**src/rtl/ftoi_pkg.sv**
```systemverilog
// Shared types and binary32 field constants for the pipelined float-to-integer converter.
package ftoi_pkg;

  localparam int unsigned F32_BIAS   = 127;
  localparam int unsigned F32_MANT_W = 23;
  localparam int unsigned MAG_W      = 33;

  typedef enum logic [1:0] {
    RM_RNE = 2'b00,
    RM_RTZ = 2'b01,
    RM_RDN = 2'b10,
    RM_RUP = 2'b11
  } rm_e;

  typedef enum logic [2:0] {
    NORMAL = 3'd0,
    ZERO   = 3'd1,
    INF    = 3'd2,
    NAN    = 3'd3,
    OVF    = 3'd4
  } sc_e;

  // Magnitude is sized for the widest legal result; narrower builds leave the top bits zero.
  typedef struct packed {
    logic             sign;
    logic [MAG_W-1:0] mag;
    logic             guard;
    logic             sticky;
    logic             lsb;
    sc_e              code;
    rm_e              rm;
    logic             is_unsigned;
  } s1_t;

endpackage

```
**src/rtl/ftoi_round.sv**
```systemverilog
// Round and saturate a decoded stage-1 payload into an INT_W-bit integer with exception flags.
module ftoi_round
  import ftoi_pkg::*;
#(
  parameter int INT_W = 32
) (
  input  s1_t              p,
  output logic [INT_W-1:0] y,
  output logic             invalid,
  output logic             inexact
);

  localparam int unsigned RW = MAG_W + 1;
  localparam logic [RW-1:0] S_POS = RW'((64'd1 << (INT_W - 1)) - 64'd1);
  localparam logic [RW-1:0] S_NEG = RW'(64'd1 << (INT_W - 1));
  localparam logic [RW-1:0] U_POS = RW'((64'd1 << INT_W) - 64'd1);
  localparam logic [INT_W-1:0] Y_SMAX = {1'b0, {(INT_W-1){1'b1}}};
  localparam logic [INT_W-1:0] Y_SMIN = {1'b1, {(INT_W-1){1'b0}}};

  logic             inc;
  logic             any_frac;
  logic             in_range;
  logic [RW-1:0]    mr;
  logic [RW-1:0]    lim;
  logic [RW-1:0]    res;
  logic [INT_W-1:0] y_pos_sat;
  logic [INT_W-1:0] y_neg_sat;
  logic             unused_hi;

  always_comb begin
    any_frac = p.guard | p.sticky;
    inc      = 1'b0;
    unique case (p.rm)
      RM_RNE:  inc = p.guard & (p.sticky | p.lsb);
      RM_RTZ:  inc = 1'b0;
      RM_RDN:  inc = p.sign & any_frac;
      RM_RUP:  inc = !p.sign & any_frac;
      default: inc = 1'b0;
    endcase

    // One spare bit so an all-ones magnitude rounding up cannot wrap back into range.
    mr = {1'b0, p.mag} + RW'(inc);

    if (p.is_unsigned) lim = p.sign ? '0 : U_POS;
    else               lim = p.sign ? S_NEG : S_POS;
    in_range = (mr <= lim);

    y_pos_sat = p.is_unsigned ? '1 : Y_SMAX;
    y_neg_sat = p.is_unsigned ? '0 : Y_SMIN;

    res       = p.sign ? RW'(-mr) : mr;
    unused_hi = ^res[RW-1:INT_W];

    y       = '0;
    invalid = 1'b0;
    inexact = 1'b0;
    unique case (p.code)
      ZERO: y = '0;
      NAN: begin
        y       = y_pos_sat;
        invalid = 1'b1;
      end
      INF, OVF: begin
        y       = p.sign ? y_neg_sat : y_pos_sat;
        invalid = 1'b1;
      end
      default: begin
        if (in_range) begin
          y       = res[INT_W-1:0];
          inexact = any_frac;
        end else begin
          y       = p.sign ? y_neg_sat : y_pos_sat;
          invalid = 1'b1;
        end
      end
    endcase
  end

endmodule

```
**src/rtl/ftoi_pipe.sv**
```systemverilog
// Two-stage binary32 to INT_W-bit integer converter with rounding modes, IEEE flags and
// valid/ready flow control (stage 1 decodes/aligns, stage 2 rounds/saturates).
module ftoi_pipe
  import ftoi_pkg::*;
#(
  parameter int INT_W       = 32,
  parameter bit UNSIGNED_EN = 1'b1
) (
  input  logic             clk,
  input  logic             rstn,
  input  logic             in_valid,
  output logic             in_ready,
  input  logic [31:0]      x,
  input  logic [1:0]       rm,
  input  logic             is_unsigned,
  output logic             out_valid,
  input  logic             out_ready,
  output logic [INT_W-1:0] y,
  output logic             flag_invalid,
  output logic             flag_inexact
);

  localparam logic signed [8:0] EU_MAX = 9'(INT_W);
  localparam logic signed [8:0] BIAS   = 9'(F32_BIAS);

  logic                  adv1;
  logic                  adv2;
  logic                  s1_valid_q, s1_valid_d;
  logic                  s2_valid_q, s2_valid_d;
  s1_t                   s1_q, s1_d, dec;
  logic [INT_W-1:0]      y_q, y_d, rnd_y;
  logic                  inv_q, inv_d, rnd_inv;
  logic                  inx_q, inx_d, rnd_inx;

  logic [7:0]            e;
  logic [F32_MANT_W-1:0] m;
  logic signed [8:0]     eu;
  logic [87:0]           wide;
  logic [87:0]           shifted;

  // Bit 55 of wide carries weight 2^0 before shifting, so after a left shift by eu the
  // integer part sits at [87:55], guard at [54] and sticky bits below it.
  always_comb begin
    e       = x[30:23];
    m       = x[22:0];
    eu      = $signed({1'b0, e}) - BIAS;
    wide    = {32'b0, 1'b1, m, 32'b0};
    shifted = '0;

    dec             = '0;
    dec.sign        = x[31];
    dec.rm          = rm_e'(rm);
    dec.is_unsigned = UNSIGNED_EN ? is_unsigned : 1'b0;
    dec.code        = NORMAL;

    if (e == '0) begin
      dec.code = ZERO;
    end else if (e == '1) begin
      dec.code = (m != '0) ? NAN : INF;
    end else if (eu < 9'sd0) begin
      dec.guard  = (eu == -9'sd1);
      dec.sticky = (eu < -9'sd1) | ((eu == -9'sd1) & (m != '0));
    end else if (eu > EU_MAX) begin
      dec.code = OVF;
    end else begin
      shifted    = wide << eu[5:0];
      dec.mag    = shifted[87:55];
      dec.guard  = shifted[54];
      dec.sticky = |shifted[53:0];
    end
    dec.lsb = dec.mag[0];
  end

  always_comb begin
    adv2       = !s2_valid_q | out_ready;
    adv1       = !s1_valid_q | adv2;
    s1_valid_d = adv1 ? in_valid : s1_valid_q;
    s1_d       = (adv1 & in_valid) ? dec : s1_q;
    s2_valid_d = adv2 ? s1_valid_q : s2_valid_q;
    y_d        = (adv2 & s1_valid_q) ? rnd_y   : y_q;
    inv_d      = (adv2 & s1_valid_q) ? rnd_inv : inv_q;
    inx_d      = (adv2 & s1_valid_q) ? rnd_inx : inx_q;
  end

  ftoi_round #(
    .INT_W(INT_W)
  ) u_round (
    .p      (s1_q),
    .y      (rnd_y),
    .invalid(rnd_inv),
    .inexact(rnd_inx)
  );

  always_ff @(posedge clk or negedge rstn) begin
    if (!rstn) begin
      s1_valid_q <= 1'b0;
      s2_valid_q <= 1'b0;
      s1_q       <= '0;
      y_q        <= '0;
      inv_q      <= 1'b0;
      inx_q      <= 1'b0;
    end else begin
      s1_valid_q <= s1_valid_d;
      s2_valid_q <= s2_valid_d;
      s1_q       <= s1_d;
      y_q        <= y_d;
      inv_q      <= inv_d;
      inx_q      <= inx_d;
    end
  end

  assign in_ready     = adv1;
  assign out_valid    = s2_valid_q;
  assign y            = y_q;
  assign flag_invalid = inv_q;
  assign flag_inexact = inx_q;

endmodule

```
**config.mk**
```make
export PLATFORM = sky130hd
export DESIGN_NAME = ftoi_pipe
export DESIGN_NICKNAME = d
export VERILOG_FILES = /design/src/rtl/ftoi_pkg.sv /design/src/rtl/ftoi_round.sv /design/src/rtl/ftoi_pipe.sv
export SDC_FILE = /design/constraint.sdc
export NUM_CORES = 1
export LEC_CHECK = 0
export CAP_MARGIN = 20
export CORE_MARGIN = 4
export CORE_UTILIZATION = 40
export DETAILED_ROUTE_END_ITERATION = 10
export HOLD_SLACK_MARGIN = 0.12
export RECOVER_POWER = 50
export SETUP_SLACK_MARGIN = 0.02
export SLEW_MARGIN = 20
export SYNTH_ARGS = -nofsm -noshare
export SYNTH_HDL_FRONTEND = slang
export SYNTH_SLANG_ARGS = --single-unit
export TNS_END_PERCENT = 20
```
**constraint.sdc**
```tcl
create_clock -name clk -period 7 [get_ports clk]
set_input_delay 0.7 -clock clk [delete_from_list [all_inputs] [get_ports clk]]
set_output_delay 0.7 -clock clk [all_outputs]
set_load 0.05 [all_outputs]
```
==> results.tsv <==
stage	metric	value	unit
outcome	status	complete, but fails checks	
outcome	failing checks	max-capacitance violations, max-slew violations	
cells_and_area	Finished Core Util	0.468	
cells_and_area	nets@finish	1092	
floorplan	Chip Width	149	um
floorplan	Initial Util	0.408	
synthesis	syn_nets	1062	
floorplan	Die Height	149	um
clock_tree	CTS clk-pin slew, worst paths	0.06	ns
place	Post-DP HPWL	18600	um
routing	Vias/cell	5.93	
clock_tree	H-tree depth	3	
cells_and_area	Antenna Cells	0	
place	Place WS	1.44	ns
global_routing	pin count of the biggest net entering global routing	79	
worst_hold_path	HP Class	flop to flop	
worst_setup_path	CP Class	flop to flop	
routing	wire length per cell	18.5	um
timing	final hold vios	0	
clock_tree	CTS Sinks	78	
run	Max Cap Violations	2	
floorplan	std cell rows	51	
worst_setup_path	Worst EP arrival	5.81	ns
global_routing	gr ovfl total	0	
timing	WHS	0.492	ns
timing	RSZ-0062 raised after global routing	false	
timing	Clock Skew	0.00755	ns
power	Switching Share	0.441	
floorplan	io pins	75	
clock_tree	CTS max path bufs	2	
routing	DRC errors left	0	
synthesis	top cells by area, synth	dfrtp_1, ha_1, mux4_2	
global_routing	antenna violations before repair	0	
synthesis	Mapped Avg Cell Area	8.11	sq um
routing	Pre-antenna DRT Iters	5	
timing	relative max-transition margin	-0.648	
clock_tree	Num CTS Buffers	9	
worst_setup_path	worst path required time	7.25	ns
timing	final worst-path cycle share	0.794	
place	RePlAce Congestion	0.971	
synthesis	Post-Syn Instances	982	
synthesis	top_reg_cell synth	dfrtp_1	
timing	Setup-failing EPs final	0	
place	input/output buffers	74	
synthesis	Synth area leader	dfrtp_1	
global_routing	first-pass GRT wire length	38000	um
synthesis	top cells by count, synth	nand2_1, o21ai_0, dfrtp_1	
floorplan	core footprint	19500	sq um
worst_setup_path	crit path max fanout	32	
timing	Slew @ Worst Pin	2.47	ns
synthesis	EDFF count, synth	0	
clock_tree	clk root buf	clkbuf_16	
routing	drt first-iter violations	581	
synthesis	sequential share of the synthesized area	0.245	
power	power per cell area	228	nW/um^2
clock_tree	TritonCTS clock tree	yes	
floorplan	total die area	22200	sq um
power	Leakage	3.92	nW
worst_setup_path	Startpoint Class	flop	
power	clock share of power	0.221	
timing	setup TNS	0	ns
power	maximum VDD drop	0.000118	V
clock_tree	post-CTS sizing	0	
global_routing	vias in the first global route	6986	
timing	Final Worst Setup Slack	1.44	ns
synthesis	top cell type's share of synthesized area	0.245	
clock_tree	clk_lat worst skew	0.35	ns
cells_and_area	Area growth syn-to-layout	14.7	%
cells_and_area	share of post-route cells with drive strength above 1	0.0816	
timing	Fmax	180	MHz
synthesis	Seq cells post-synth	78	
synthesis	Yosys warnings	0	
routing	Post-DRT Antenna Nets	0	
routing	WL final	23700	um
timing	fin. max-slew vios	81	
global_routing	Overall Global Routing Usage	0.214	
synthesis	count leader, synth	nand2_1	
power	P_sw	918	uW
routing	vias	7598	
synthesis	Async S/R FF share, synth	1.00	
synthesis	Distinct cells, synth	77	
timing	min cycle time layout	5.56	ns
power	Internal Power	1.16	mW
power	Power Total	2.08	mW
clock_tree	# hold bufs at CTS	0	
synthesis	Cell Area, Synth	7960	sq um
power	Flop pwr share	0.277	
worst_setup_path	crit end category	flop	
clock_tree	Post-CTS Setup Bufs	0	
power	Comb power frac	0.502	
-- power by group through the flow --
| stage | logic [mW] | registers [mW] | clock network (mW) |
|---|---|---|---|
| after floorplan | 0.508 | 0.795 | 0 |
| after global placement | 1.05 | 0.583 | 0 |
| after detailed placement | 1.05 | 0.586 | 0 |
| after CTS | 1.05 | 0.579 | 0.469 |
| after global routing | 1.12 | 0.589 | 0.487 |
| final | 1.04 | 0.577 | 0.459 |
-- cells by family (layout without fill, tap and decap cells) --
group / Yosys count / in the layout / synth area share
buf+inv: 109 / 144 / 0.0589
compound gates: 283 / 283 / 0.235
xor+xnor: 55 / 55 / 0.0605
simple gates: 361 / 361 / 0.236
mux: 55 / 55 / 0.100
fa+ha+maj: 41 / 41 / 0.0644
flops: 78 / 78 / 0.245
-- sequential cells by signal (all words and copies together) (netlist names) --
signal / flops
flag_invalid: 1
s1_q: 42
flag_inexact: 1
s1_valid_q: 1
out_valid: 1
y: 32
-- worst max-delay path: stages, from the launching register on --
cell and delay, ns:
dfrtp_1 0.32, buf_4 0.33, nor2_1 0.09, xnor2_1 0.14, o21ai_0 0.09, a21oi_1 0.13, ha_1 0.30, ha_1 0.35
nand4_1 0.17, nor2_1 0.31, nand3_1 0.13, xor2_1 0.29, inv_1 0.18, ha_1 0.35, nand4_1 0.15, nor4_1 0.44
and2_1 0.19, a211oi_1 0.08, a211o_1 0.32, and3_1 0.18, nand2_1 0.40, o21ai_0 0.18, a311oi_1 0.31
-- per-stage QoR --
step           std cells  cell area, sq um
5_1_grt             1282              9130
3_5_place_dp        1265              8840
6_report            1282              9130
4_1_cts             1281              9130
2_1_floorplan        982              7960
3_3_place_gp        1265              8840
-- layout make-up --
cell class,count,area [sq um]
fill,1966,10400
multi-input combinational,795,5580
sequential,78,1950
timing repair buffer,89,838
tap,265,332
clock buffer,12,236
inverter,39,146
clock inverter,4,47.5
-- final timing paths --
path	startpoint	endpoint	slack, ns	depth (start not counted)
worst max register to register	s1_q[42]$_DFFE_PN0P_	y[27]$_DFFE_PN0P_	1.44	22
max in group asynchronous	rstn	s1_q[39]$_DFFE_PN0P_	3.19	2
min in group asynchronous	rstn	y[5]$_DFFE_PN0P_	0.77	1
worst max-delay path	s1_q[42]$_DFFE_PN0P_	y[27]$_DFFE_PN0P_	1.44	22
worst min-delay path	flag_inexact$_DFFE_PN0P_	flag_inexact$_DFFE_PN0P_	0.49	2
worst min register to register	flag_inexact$_DFFE_PN0P_	flag_inexact$_DFFE_PN0P_	0.49	2
-- per-layer routing --
metal	routed length, um	GRT usage
met3	1160	0.0270
met1	10600	0.283
met2	11200	0.356
met4	778	0.0851
met5	0	0
-- layout by cell type, fill, tap and decap left out, types with 14 or more instances in the layout --
cell type and n:
ha_1 40, o22ai_1 20, buf_4 14, inv_1 38, nand3_1 53, nor2_1 65, a21oi_1 50, mux4_2 19
xnor2_1 28, nand4_1 22, dfrtp_1 78, mux2i_1 29, nor4_1 17, xor2_1 24, clkdlybuf4s50_1 59, nor3_1 30
a211oi_1 17, nand2_1 105, a22o_1 29, o21ai_0 85
Note: power is estimated with default switching activity, not from simulation.
